==> config.mk <==
export PLATFORM = sky130hd
export DESIGN_NAME = mdu
export DESIGN_NICKNAME = d
export VERILOG_FILES = /design/src/rtl/mdu_pkg.sv /design/src/rtl/mdu_divider.sv /design/src/rtl/mdu.sv
export SDC_FILE = /design/constraint.sdc
export NUM_CORES = 1
export LEC_CHECK = 0
export ABC_CLOCK_PERIOD_IN_PS = 7500
export BUFFER_PORTS_ARGS = -buffer_cell sky130_fd_sc_hd__buf_2
export CAP_MARGIN = 20
export CORE_MARGIN = 1.5
export CORE_UTILIZATION = 37
export DETAILED_ROUTE_END_ITERATION = 12
export GPL_TIMING_DRIVEN = 0
export SYNTH_ARGS = -nofsm -noshare
export SYNTH_HDL_FRONTEND = slang
export SYNTH_SLANG_ARGS = --single-unit
==> constraint.sdc <==
create_clock -name clk -period 7.5 [get_ports clk]
set_input_delay 0.75 -clock clk [delete_from_list [all_inputs] [get_ports clk]]
set_output_delay 0.75 -clock clk [all_outputs]
set_load 0.01 [all_outputs]
==> src/rtl/mdu_pkg.sv <==
// Shared constants and helpers for the multiply/divide unit: opcodes and
// sign-magnitude conversion used by the signed MULT/DIV paths.
package mdu_pkg;

    localparam int XLEN = 32;

    localparam logic [2:0] MDU_OP_MULT  = 3'd0;
    localparam logic [2:0] MDU_OP_MULTU = 3'd1;
    localparam logic [2:0] MDU_OP_DIV   = 3'd2;
    localparam logic [2:0] MDU_OP_DIVU  = 3'd3;
    localparam logic [2:0] MDU_OP_MTHI  = 3'd4;
    localparam logic [2:0] MDU_OP_MTLO  = 3'd5;

    function automatic logic [XLEN-1:0] mag32(input logic signed [XLEN-1:0] v,
                                              input logic is_signed);
        if (is_signed && (v < 0))
            return XLEN'(-v);
        return v;
    endfunction

    function automatic logic [XLEN-1:0] neg32(input logic [XLEN-1:0] v);
        return ~v + XLEN'(1);
    endfunction

    function automatic logic [2*XLEN-1:0] neg64(input logic [2*XLEN-1:0] v);
        return ~v + (2*XLEN)'(1);
    endfunction

endpackage

==> src/rtl/mdu_divider.sv <==
// Iterative unsigned restoring divider, one quotient bit per cycle.
// done and the results are combinational on the final iteration cycle.
module mdu_divider
    import mdu_pkg::*;
#(
    parameter int ITER_CYCLES = 32
) (
    input  logic            clk,
    input  logic            rst,
    input  logic            start,
    input  logic [XLEN-1:0] dividend,
    input  logic [XLEN-1:0] divisor,
    output logic            done,
    output logic [XLEN-1:0] quotient,
    output logic [XLEN-1:0] remainder
);

    localparam int CW = $clog2(ITER_CYCLES);

    logic            active;
    logic [CW-1:0]   cnt;
    logic [XLEN-1:0] rem_q;
    logic [XLEN-1:0] quo_q;
    logic [XLEN-1:0] dvs_q;
    logic [XLEN:0]   shifted;
    logic [XLEN+1:0] diff;
    logic [XLEN-1:0] rem_next;
    logic [XLEN-1:0] quo_next;

    // quo_q starts as the dividend and shifts out into the partial remainder
    always_comb begin
        shifted = {rem_q, quo_q[XLEN-1]};
        diff    = {1'b0, shifted} - {2'b00, dvs_q};
        if (!diff[XLEN+1]) begin
            rem_next = diff[XLEN-1:0];
            quo_next = {quo_q[XLEN-2:0], 1'b1};
        end else begin
            rem_next = shifted[XLEN-1:0];
            quo_next = {quo_q[XLEN-2:0], 1'b0};
        end
    end

    assign done      = active && (cnt == CW'(ITER_CYCLES - 1));
    assign quotient  = quo_next;
    assign remainder = rem_next;

    always_ff @(posedge clk or negedge rst) begin
        if (!rst) begin
            active <= 1'b0;
            cnt    <= '0;
        end else if (start && !active) begin
            active <= 1'b1;
            cnt    <= '0;
        end else if (active) begin
            cnt <= cnt + CW'(1);
            if (done)
                active <= 1'b0;
        end
    end

    always_ff @(posedge clk) begin
        if (start && !active) begin
            rem_q <= '0;
            quo_q <= dividend;
            dvs_q <= divisor;
        end else if (active) begin
            rem_q <= rem_next;
            quo_q <= quo_next;
        end
    end

endmodule

==> src/rtl/mdu.sv <==
// Multiply/divide unit holding HI/LO; iterative shift-add multiply and restoring divide.
// Define MDU_FAST_MUL_EN for a single-cycle combinational MULT/MULTU.
module mdu
    import mdu_pkg::*;
#(
    parameter int ITER_CYCLES = 32
) (
    input  logic            clk,
    input  logic            rst,
    input  logic            start,
    input  logic [2:0]      op,
    input  logic [XLEN-1:0] rs_data,
    input  logic [XLEN-1:0] rt_data,
    output logic            busy,
    output logic [XLEN-1:0] hi,
    output logic [XLEN-1:0] lo
);

    typedef enum logic [1:0] {S_IDLE, S_MUL, S_DIV} state_t;

    state_t            state;
    state_t            state_next;
    logic              is_mul;
    logic              is_div;
    logic              is_signed;
    logic              launch;
    logic [XLEN-1:0]   rs_mag;
    logic [XLEN-1:0]   rt_mag;
    logic [XLEN-1:0]   a_q;
    logic [XLEN-1:0]   rs_raw_q;
    logic [2*XLEN-1:0] prod_q;
    logic              neg_res_q;
    logic              neg_rem_q;
    logic              div_zero_q;
    logic              mul_last;
    logic [2*XLEN-1:0] mul_raw;
    logic [2*XLEN-1:0] mul_res;
    logic              div_done;
    logic [XLEN-1:0]   div_quo;
    logic [XLEN-1:0]   div_rem;

    always_comb begin
        is_mul    = (op == MDU_OP_MULT) || (op == MDU_OP_MULTU);
        is_div    = (op == MDU_OP_DIV)  || (op == MDU_OP_DIVU);
        is_signed = (op == MDU_OP_MULT) || (op == MDU_OP_DIV);
        launch    = (state == S_IDLE) && start;
        rs_mag    = mag32(rs_data, is_signed);
        rt_mag    = mag32(rt_data, is_signed);
    end

    always_ff @(posedge clk or negedge rst) begin
        if (!rst)
            state <= S_IDLE;
        else
            state <= state_next;
    end

    always_comb begin
        state_next = state;
        case (state)
            S_IDLE: begin
                if (start && is_mul)
                    state_next = S_MUL;
                else if (start && is_div)
                    state_next = S_DIV;
            end
            S_MUL:   if (mul_last) state_next = S_IDLE;
            S_DIV:   if (div_done) state_next = S_IDLE;
            default: state_next = S_IDLE;
        endcase
    end

    always_comb begin
        busy = (state != S_IDLE);
    end

    // Operands are held as magnitudes; signs are reapplied at completion
    always_ff @(posedge clk) begin
        if (launch && (is_mul || is_div)) begin
            a_q        <= rs_mag;
            rs_raw_q   <= rs_data;
            neg_res_q  <= is_signed && (rs_data[XLEN-1] ^ rt_data[XLEN-1]);
            neg_rem_q  <= is_signed && rs_data[XLEN-1];
            div_zero_q <= (rt_data == '0);
        end
    end

`ifdef MDU_FAST_MUL_EN
    assign mul_last = 1'b1;
    assign mul_raw  = {{XLEN{1'b0}}, a_q} * {{XLEN{1'b0}}, prod_q[XLEN-1:0]};

    always_ff @(posedge clk) begin
        if (launch && is_mul)
            prod_q <= {{XLEN{1'b0}}, rt_mag};
    end
`else
    localparam int CW = $clog2(ITER_CYCLES);

    logic [CW-1:0] cnt;
    logic [XLEN:0] mul_sum;

    // prod_q low half holds the remaining multiplier bits, LSB first
    always_comb begin
        mul_sum = {1'b0, prod_q[2*XLEN-1:XLEN]} +
                  (prod_q[0] ? {1'b0, a_q} : {(XLEN+1){1'b0}});
    end

    assign mul_raw  = {mul_sum, prod_q[XLEN-1:1]};
    assign mul_last = (cnt == CW'(ITER_CYCLES - 1));

    always_ff @(posedge clk or negedge rst) begin
        if (!rst)
            cnt <= '0;
        else if (launch)
            cnt <= '0;
        else if (state == S_MUL)
            cnt <= cnt + CW'(1);
    end

    always_ff @(posedge clk) begin
        if (launch && is_mul)
            prod_q <= {{XLEN{1'b0}}, rt_mag};
        else if (state == S_MUL)
            prod_q <= mul_raw;
    end
`endif

    assign mul_res = neg_res_q ? neg64(mul_raw) : mul_raw;

    mdu_divider #(
        .ITER_CYCLES (ITER_CYCLES)
    ) u_divider (
        .clk       (clk),
        .rst       (rst),
        .start     (launch && is_div),
        .dividend  (rs_mag),
        .divisor   (rt_mag),
        .done      (div_done),
        .quotient  (div_quo),
        .remainder (div_rem)
    );

    // Divide by zero bypasses sign correction and returns the raw dividend
    always_ff @(posedge clk or negedge rst) begin
        if (!rst) begin
            hi <= '0;
            lo <= '0;
        end else if (launch && (op == MDU_OP_MTHI)) begin
            hi <= rs_data;
        end else if (launch && (op == MDU_OP_MTLO)) begin
            lo <= rs_data;
        end else if ((state == S_MUL) && mul_last) begin
            hi <= mul_res[2*XLEN-1:XLEN];
            lo <= mul_res[XLEN-1:0];
        end else if ((state == S_DIV) && div_done) begin
            if (div_zero_q) begin
                hi <= rs_raw_q;
                lo <= '1;
            end else begin
                hi <= neg_rem_q ? neg32(div_rem) : div_rem;
                lo <= neg_res_q ? neg32(div_quo) : div_quo;
            end
        end
    end

endmodule

==> reports/qor.txt, run 1 <==
outcome = complete, no violations
RR Startpoint = u_divider.dvs_q[2]
largest net degree at the start of global routing = 56
Layout area overhead = 14.55%
vias in the first global route = 18.89k
Root Driver = clkbuf_16
clk sinks = 303
Die X = 239.1 µm
Core Area = 55090 µm²
final number of setup-violating endpoints = 0
Worst Setup EP = hi[30]
family with the most delay on the worst path = compound AO/OA/AOI/OAI gates
CTS tree = yes
Worst path slowest cell = or4_1
register share of total power = 0.298
overall routing resource usage = 0.2911
initial antenna violation count = 3
DP HPWL = 66.19 mm
syn_area_per_cell = 8.767 µm²
IO Count = 135
first-pass GRT wire length = 122.8 mm
Core Util, Final = 0.4289
routability cong. = 0.9712
Post-Route WL = 84.09 mm
FF+latch count, synth = 303
dpl cell area = 22420 µm²
Starting DRT DRC Count = 1949
row cnt = 86
Tcrit/Tclk final = 0.9454
Port-buffer cells = 134
worst-path fanout max = 19
P per Cell Area = 427.8 nW/µm²
Clock Latency Late Sink = 590 ps
max-cap check violation count = 0
grt total ovfl = 0
Post-synth EDFFs = 162
Sw Share = 0.4727
Net count, final = 2678
Hold Buf Count CTS = 0
Tmin final = 7090 ps
number of cells on the critical path = 22
Hold Crit Class = in -> async
reg2reg setup slack = 410 ps
TritonCTS Buffers = 36
setup_tns = 0 ps
wire length per cell = 25.41 µm
critical path capture point type = register
DRC violations left = 0
Critical Path Max Stage Delay = 540 ps
RR Endpoint = hi[30]
Async SR Flop Fraction = 0.2541
Top FF cell, synth = edfxtp_1
clk_skew = 35.29 ps
Die ar. = 57180 µm²
die span in y = 239.1 µm
Reg area = 8073 µm²
RSZ-0062 raised after global routing = false
initial core utilization = 0.3745
Worst Setup SP = u_divider.dvs_q[2]
filler cell count = 5521
CP Class = reg -> reg
Internal Power = 0.005330 W
CTS H-tree depth = 2
final hold vios = 0
Leakage = 9.256 nW
layout cells sized above 1 = 0.1093
combinational power share = 0.522
Max Root-Sink Buffers = 3
syn nets = 2498
Distinct cells, synth = 85
startpoint class of the critical path = register
Slew @ Worst Pin = 1111 ps
CP cell instances = inv_1, ha_1, o211a_1, a21boi_0, o211ai_1, a21oi_1, o21a_1, clkbuf_2, buf_2, buf_2, a21oi_1, inv_1, ha_1, nand4_1, nor4_1, nand4_1, o22ai_1, nand2_1, or4_1, o21ai_0, xor2_1, o311ai_1
footprint of the multi-input gates = 11850 µm²
Max Slew Vio Count = 0
Mapped Cells = 2353
top cell type's share of synthesized area = 0.2358
Crit path required time = 7910 ps
Cell Area, Synth = 20630 µm²
vias per inst = 6.034
buffers plus inverters on the worst setup path = 5
design area = 23630 µm²
Max Fclk = 141.0 MHz
post-synthesis sequential area ratio = 0.3913
Critical Path AT = 7500 ps
vias = 19.97k
main area contributors after synthesis = edfxtp_1 24%, dfrtp_1 9.3%, dfxtp_1 6.2%
R2R cell count = 22
slew margin rel. = 0.2489
clock network fraction of design power = 0.179
Synthesis Warnings = 0
TritonRoute pass-1 iters = 7
Net Sw Power = 0.004779 W
Final ANT Viol Nets = 0
leading area contributor after synthesis = edfxtp_1
Worst-path clk slew = 60 ps
Worst VDD drop = 0.0001776 V
state kept, by name, summed over array words and instances (netlist names):
register          cells
u_divider.cnt         5
u_divider.dvs_q      32
state                 2
hi                   32
u_divider.quo_q      32
prod_q               64
div_zero_q            1
u_divider.rem_q      32
neg_rem_q             1
neg_res_q             1
u_divider.active      1
a_q                  32
rs_raw_q             31
lo                   32
cnt                   5
layer usage:
layer / up-vias / track usage / part of all wire
li1: 9017 / - / -
met1: 9755 / 0.4053 / 0.43
met2: 1042 / 0.4442 / 0.44
met3: 158 / 0.06524 / 0.099
met4: 2 / 0.09455 / 0.030
met5: - / 0.01385 / 0.0013
worst min path at each step:
stage	start	cells past startpoint	endpoint
floorplan	prod_q[55]	2	prod_q[55]
global placement	rs_raw_q[20]	2	hi[20]
detailed placement	rs_raw_q[20]	2	hi[20]
CTS	rst	1	lo[5]
global route	rst	1	lo[5]
finish	rst	1	lo[5]
synth_stat cells, types with 23 or more instances:
cell type,number
a21oi_1,146
or3_1,24
inv_1,65
edfxtp_1,162
dfxtp_1,64
clkbuf_1,112
xnor2_1,105
nand2b_1,23
o21ai_0,217
nand2_1,341
a211oi_1,39
o31ai_1,38
nor2_1,158
nand3_1,32
dfrtp_1,77
xor2_1,117
mux2_2,37
nor4_1,30
and2_1,47
a21o_1,29
nor3_1,49
ha_1,73
o22ai_1,23
what timing repair did:
item	CTS	global route
gates resized for setup	4	7
setup endpoints to repair	11	10
buffers inserted	0	0
gates cloned	0	0
metrics by stage:
| step | power, W | worst slack, ps | hold WS, ps | instances |
|---|---|---|---|---|
| CTS | 0.009994 | 85.74 | 48.88 | 3308 |
| floorplan | 0.006253 | 1418 | 431.5 | 2353 |
| global placement | 0.008062 | -1921 | 449.7 | 3235 |
| finish | 0.01011 | 409.6 | 59.90 | 3310 |
| global route | 0.01067 | 127.3 | 67.19 | 3310 |
| detailed placement | 0.008169 | -774.8 | 455.7 | 3243 |
cells by family (layout without fill, tap and decap cells):
group                      after synthesis  after routing  synth area share
adders and majority gates               75             75           0.04622
AOI/OAI and AO/OA                      691            691            0.2142
and+or+nand+nor                        814            814            0.1886
other                                    0              1                 0
muxes                                   58             58           0.03039
buffers and inverters                  190            398           0.03512
xor gates and xnor gates               222            222           0.09425
DFF                                    303            303            0.3913
cell usage in the layout (no fill, tap or decap), types with 30 or more instances in the layout:
master       n
clkbuf_16   36
clkbuf_1   115
nor3_1      48
mux2_2      37
dfrtp_1     77
o31ai_1     38
nor4_1      30
nand2_1    341
nand3_1     32
o21ai_0    216
inv_1       64
and2_1      47
nor2_1     157
a211oi_1    39
ha_1        73
buf_2      138
xor2_1     117
dfxtp_1     64
edfxtp_1   162
a21oi_1    146
xnor2_1    105
area by class of cell:
class / instances / area share
diodes: 1 / 0.0001059
plain buffers: 121 / 0.01985
clock buffers: 44 / 0.03982
clock inverters: 22 / 0.01043
inverters: 67 / 0.01101
multi-input cells: 1860 / 0.5015
flip-flops and latches: 303 / 0.3416
well taps: 748 / 0.03960
repair buffers: 144 / 0.03606
power groups by stage:
stage / registers, W / clock network [W] / logic, W
floorplan: 0.00287 / 0 / 0.00339
CTS: 0.00300 / 0.00182 / 0.00517
global route: 0.00306 / 0.00189 / 0.00572
global placement: 0.00302 / 0 / 0.00504
finish: 0.00302 / 0.00181 / 0.00528
detailed placement: 0.00302 / 0 / 0.00515
No activity file was read; power rests on OpenSTA's default activity.
==> inputs of run 2 (changes only) <==
Settings changed: CELL_PAD_IN_SITES_DETAIL_PLACEMENT set to 0, CELL_PAD_IN_SITES_GLOBAL_PLACEMENT set to 1, PLACE_DENSITY set to 0.74.
==> reports/qor.txt, run 2 (synthesis gave the netlist of run 1 again) <==
outcome = complete, no violations
Final WS setup = 445.9 ps
met3 GRT Util = 0.05497
Core Area = 55090 µm²
Final ANT Viol Nets = 0
Crit path required time = 7910 ps
Placement Setup Slack = -453.8 ps
vias = 19.78k
worst-path fanout max = 19
grt total ovfl = 0
P per Cell Area = 428.9 nW/µm²
clk sinks = 303
number of flip-flops in the largest register = 64
TritonCTS Buffers = 38
Slew @ Worst Pin = 1169 ps
Die X = 239.1 µm
Leakage = 9.300 nW
Tmin final = 7054 ps
CP cell instances = ha_1, clkbuf_1, a21oi_1, o21ai_1, a2111oi_2, a21oi_1, o21a_1, clkbuf_1, inv_1, clkbuf_2, clkbuf_4, ha_1, nand2b_1, or3_1, nand2b_1, or3_1, or2_2, o21ai_0, xor2_1, a221oi_1, a21oi_1, o21ai_0
final hold vios = 0
met1 Usage GRT = 0.4039
Max Slew Vio Count = 0
vias per inst = 5.964
Critical Path AT = 7470 ps
CTS H-tree depth = 2
most common cell after layout, fill and taps aside = nand2_1
RSZ-0062 raised after global routing = false
max-cap check violation count = 0
Most flops, register = prod_q
clk_skew = 13.90 ps
met2 Usage GRT = 0.4452
Net count, final = 2679
Max Root-Sink Buffers = 3
Port-buffer cells = 134
Worst path most repeated cell = a21oi_1
TritonRoute pass-1 iters = 6
layout cells sized above 1 = 0.1088
Root Driver = clkbuf_16
critical path capture point type = register
die span in y = 239.1 µm
Worst VDD drop = 0.0001837 V
routability cong. = 0.9577
Hold Crit Class = in -> async
Worst path slowest cell = a2111oi_2
initial antenna violation count = 6
DP HPWL = 65.47 mm
first-pass GRT wire length = 121.9 mm
startpoint class of the critical path = register
DRC violations left = 0
initial core utilization = 0.3745
Worst-path clk slew = 60 ps
Max Fclk = 141.8 MHz
final number of setup-violating endpoints = 0
Layout area overhead = 14.93%
Critical Path Max Stage Delay = 580 ps
Clock Latency Late Sink = 560 ps
CP Class = reg -> reg
Die ar. = 57180 µm²
IO Count = 135
Starting DRT DRC Count = 2088
Tcrit/Tclk final = 0.9405
largest net degree at the start of global routing = 64
Post-Route WL = 83.55 mm
wire length per cell = 25.19 µm
Most Crowded Layer GR = met2
vias in the first global route = 18.53k
row cnt = 86
CTS tree = yes
Core Util, Final = 0.4303
most frequent cells in the layout = 341 x nand2_1, 216 x o21ai_0, 162 x edfxtp_1
slew margin rel. = 0.2153
overall routing resource usage = 0.2878
filler cell count = 5490
## run 2: area by class of cell
class | count | area (µm²) | area share
Clock inverter | 18 | 187.7 | 0.007916
Clock buffer | 52 | 1087 | 0.04586
Buffer | 121 | 470.5 | 0.01984
Sequential cell | 303 | 8073 | 0.3405
Timing Repair Buffer | 143 | 834.6 | 0.03520
Antenna cell | 5 | 12.51 | 0.0005277
Tap cell | 748 | 935.9 | 0.03947
Multi-Input combinational cell | 1860 | 11850 | 0.4999
Inverter | 67 | 256.5 | 0.01082
## run 2: what timing repair did
| action | CTS | global route |
|---|---|---|
| setup endpoints to repair | 6 | 9 |
| buffers inserted | 0 | 0 |
| pin swaps | 0 | 0 |
| gates resized for setup | 3 | 6 |
| hold buffers | 0 | 0 |
## run 2: per-layer routing
layer,routed length [µm],share of wire
met1,36510,0.44
met2,36780,0.44
met3,7743,0.093
met4,2492,0.030
met5,16,0.00019
## run 2: power by group
part / switching, W / internal, W
registers: 0.000605 / 0.00242
logic: 0.00336 / 0.00185
clock network: 0.000766 / 0.00115
## run 2: stage by stage
stage               TNS, ps  power [W]  cells  hold WS [ps]  area (µm²)
floorplan                 0   0.006253   2353         431.5       20630
global placement    -139550   0.008050   3235         448.1       22240
detailed placement    -2066   0.008132   3242         449.5       22380
CTS                       0    0.01007   3311         38.61       23650
global route              0    0.01074   3312         59.79       23700
finish                    0    0.01017   3317         55.11       23710
## run 2: worst max-delay path, delay by kind of cell (launching register included)
| family | cells | cell delay (ps) |
|---|---|---|
| flip-flops | 1 | 520 |
| AND/OR/NAND/NOR | 5 | 1520 |
| adder cells (fa/ha/maj) | 2 | 670 |
| buffers and inverters | 5 | 1630 |
| AO/OA/AOI/OAI | 9 | 2360 |
| XOR/XNOR | 1 | 180 |
## run 2: worst paths after layout
check | end | depth (start not counted) | slack, ps | from
min | lo[15] | 1 | 60 | rst
max | lo[28] | 22 | 450 | u_divider.rem_q[7]
min reg2reg | hi[20] | 2 | 470 | rs_raw_q[20]
max in group asynchronous | state[1] | 2 | 6790 | rst
min in group clk | hi[20] | 2 | 470 | rs_raw_q[20]
max reg2reg | lo[28] | 22 | 450 | u_divider.rem_q[7]
==> inputs of run 3 (changes only) <==
Settings changed: CELL_PAD_IN_SITES_DETAIL_PLACEMENT 0 to 1, CELL_PAD_IN_SITES_GLOBAL_PLACEMENT 1 to 2, PLACE_DENSITY 0.74 to 0.86.
==> reports/qor.txt, run 3 (synthesis gave the netlist of run 1 again) <==
outcome = complete, no violations
Tcrit/Tclk final = 0.9608
P per Cell Area = 431.1 nW/µm²
placed instance count = 3242
TritonCTS Buffers = 37
Most Crowded Layer GR = met2
final hold vios = 0
reg2reg setup slack = 290 ps
row cnt = 86
vias per inst = 6.066
Post-Route WL = 89.26 mm
final number of setup-violating endpoints = 0
Worst-path clk slew = 60 ps
startpoint class of the critical path = register
Hold Crit Class = in -> async
Die ar. = 57180 µm²
dpl cell area = 22390 µm²
grt total ovfl = 0
Max Slew Vio Count = 0
overall routing resource usage = 0.3088
met3 GRT Util = 0.05901
R2R cell count = 23
RSZ-0062 raised after global routing = true
Max Root-Sink Buffers = 3
RR Endpoint = hi[30]
initial core utilization = 0.3745
Root Driver = clkbuf_16
Die X = 239.1 µm
first-pass GRT wire length = 131.1 mm
Net count, final = 2678
CTS H-tree depth = 2
worst-path fanout max = 19
non-filler cells, final = 3311
Most flops, register = prod_q
layout cells sized above 1 = 0.1074
IO Count = 135
number of flip-flops in the largest register = 64
DRC violations left = 0
vias = 20.09k
Layout area overhead = 14.45%
Slew @ Worst Pin = 1126 ps
Max Fclk = 138.8 MHz
Post CTS Setup Buffer Count = 0
initial antenna violation count = 2
critical path capture point type = register
Leakage = 9.248 nW
vias in the first global route = 20.16k
# resized after CTS = 5
Core Area = 55090 µm²
CP Class = reg -> reg
max-cap check violation count = 0
Crit path required time = 7920 ps
Port-buffer cells = 134
met1 Usage GRT = 0.4228
clk_skew = 15.67 ps
die span in y = 239.1 µm
filler cell count = 6568
most frequent cells in the layout = 341 x nand2_1, 216 x o21ai_0, 162 x edfxtp_1
clk sinks = 303
routability cong. = 0.9635
CTS tree = yes
Starting DRT DRC Count = 1667
Final ANT Viol Nets = 0
largest net degree at the start of global routing = 62
Worst VDD drop = 0.0002019 V
TritonRoute pass-1 iters = 5
DP HPWL = 70.08 mm
slew margin rel. = 0.2442
met2 Usage GRT = 0.4772
Final WS setup = 293.8 ps
design area = 23610 µm²
Critical Path AT = 7630 ps
Hold Buf Count CTS = 0
most common cell after layout, fill and taps aside = nand2_1
Tmin final = 7206 ps
Clock Latency Late Sink = 570 ps
wire length per cell = 26.96 µm
Placement Setup Slack = -737.9 ps
RR Startpoint = u_divider.dvs_q[7]
[run 3: cell types whose count changed in the layout (fill, tap and decap cells not counted), moves of 2 or more]
cell / before / now
bufinv_16: 4 / 2
clkbuf_16: 41 / 37
clkinv_2: 9 / 5
clkinv_4: 1 / 3
clkinv_8: 0 / 2
diode_2: 5 / 2
[run 3: final cells by class]
cell class | count | area, µm² | area share
multi-input combinational | 1860 | 11850 | 0.5020
sequential | 303 | 8073 | 0.3419
clock buffer | 50 | 1005 | 0.04255
tap | 748 | 935.9 | 0.03964
timing repair buffer | 143 | 847.1 | 0.03588
buffer | 121 | 470.5 | 0.01993
inverter | 67 | 256.5 | 0.01086
clock inverter | 17 | 166.4 | 0.007048
antenna | 2 | 5.005 | 0.0002120
[run 3: through the flow]
stage	hold slack (ps)	utilization	power (W)	setup TNS (ps)
4_1_cts	37.15	0.4278	0.01007	0
3_5_place_dp	463.1	0.4064	0.008250	-4284
3_3_place_gp	447.5	0.4036	0.008064	-148260
2_1_floorplan	431.5	-	0.006253	0
5_1_grt	56.06	0.4285	0.01070	-23.19
6_report	52.70	0.4286	0.01018	0
[run 3: power by group]
group | internal, W | switching (W) | leakage, nW
logic | 0.00186 | 0.00345 | 5.70
clock network | 0.00102 | 0.000791 | 0.570
registers | 0.00242 | 0.000634 | 2.98
[run 3: worst max-delay path by stage]
stage                                   from  slack (ps)                 end  cells after the start
after global placement                 start       -2090  u_divider.dvs_q[9]                      6
after floorplan                        start        1420  u_divider.dvs_q[0]                      5
final                     u_divider.dvs_q[7]         290              hi[30]                     23
after CTS                 u_divider.dvs_q[7]          70              hi[30]                     24
after global routing      u_divider.dvs_q[7]         -20              hi[30]                     23
after detailed placement  u_divider.rem_q[7]        -740              lo[28]                     23
[run 3: worst max-delay path: stages (launching register included)]
cell	delay [ps]
edfxtp_1	420
inv_1	80
ha_1	280
clkbuf_1	310
and2_1	250
and3_1	250
o211ai_1	280
a21oi_1	340
o21a_1	250
clkbuf_1	430
clkbuf_4	440
buf_2	350
a21oi_1	240
inv_1	110
ha_1	280
nand4_1	180
nor4_1	550
nand4_1	270
o22ai_1	410
nand2_1	190
or4_1	530
o21ai_0	200
xor2_1	280
o311ai_1	120
[run 3: routing by layer]
| metal | vias up | part of all wire |
|---|---|---|
| li1 | 9011 | - |
| met5 | - | 0 |
| met1 | 10030 | 0.43 |
| met2 | 855 | 0.44 |
| met4 | 0 | 0.043 |
| met3 | 192 | 0.088 |
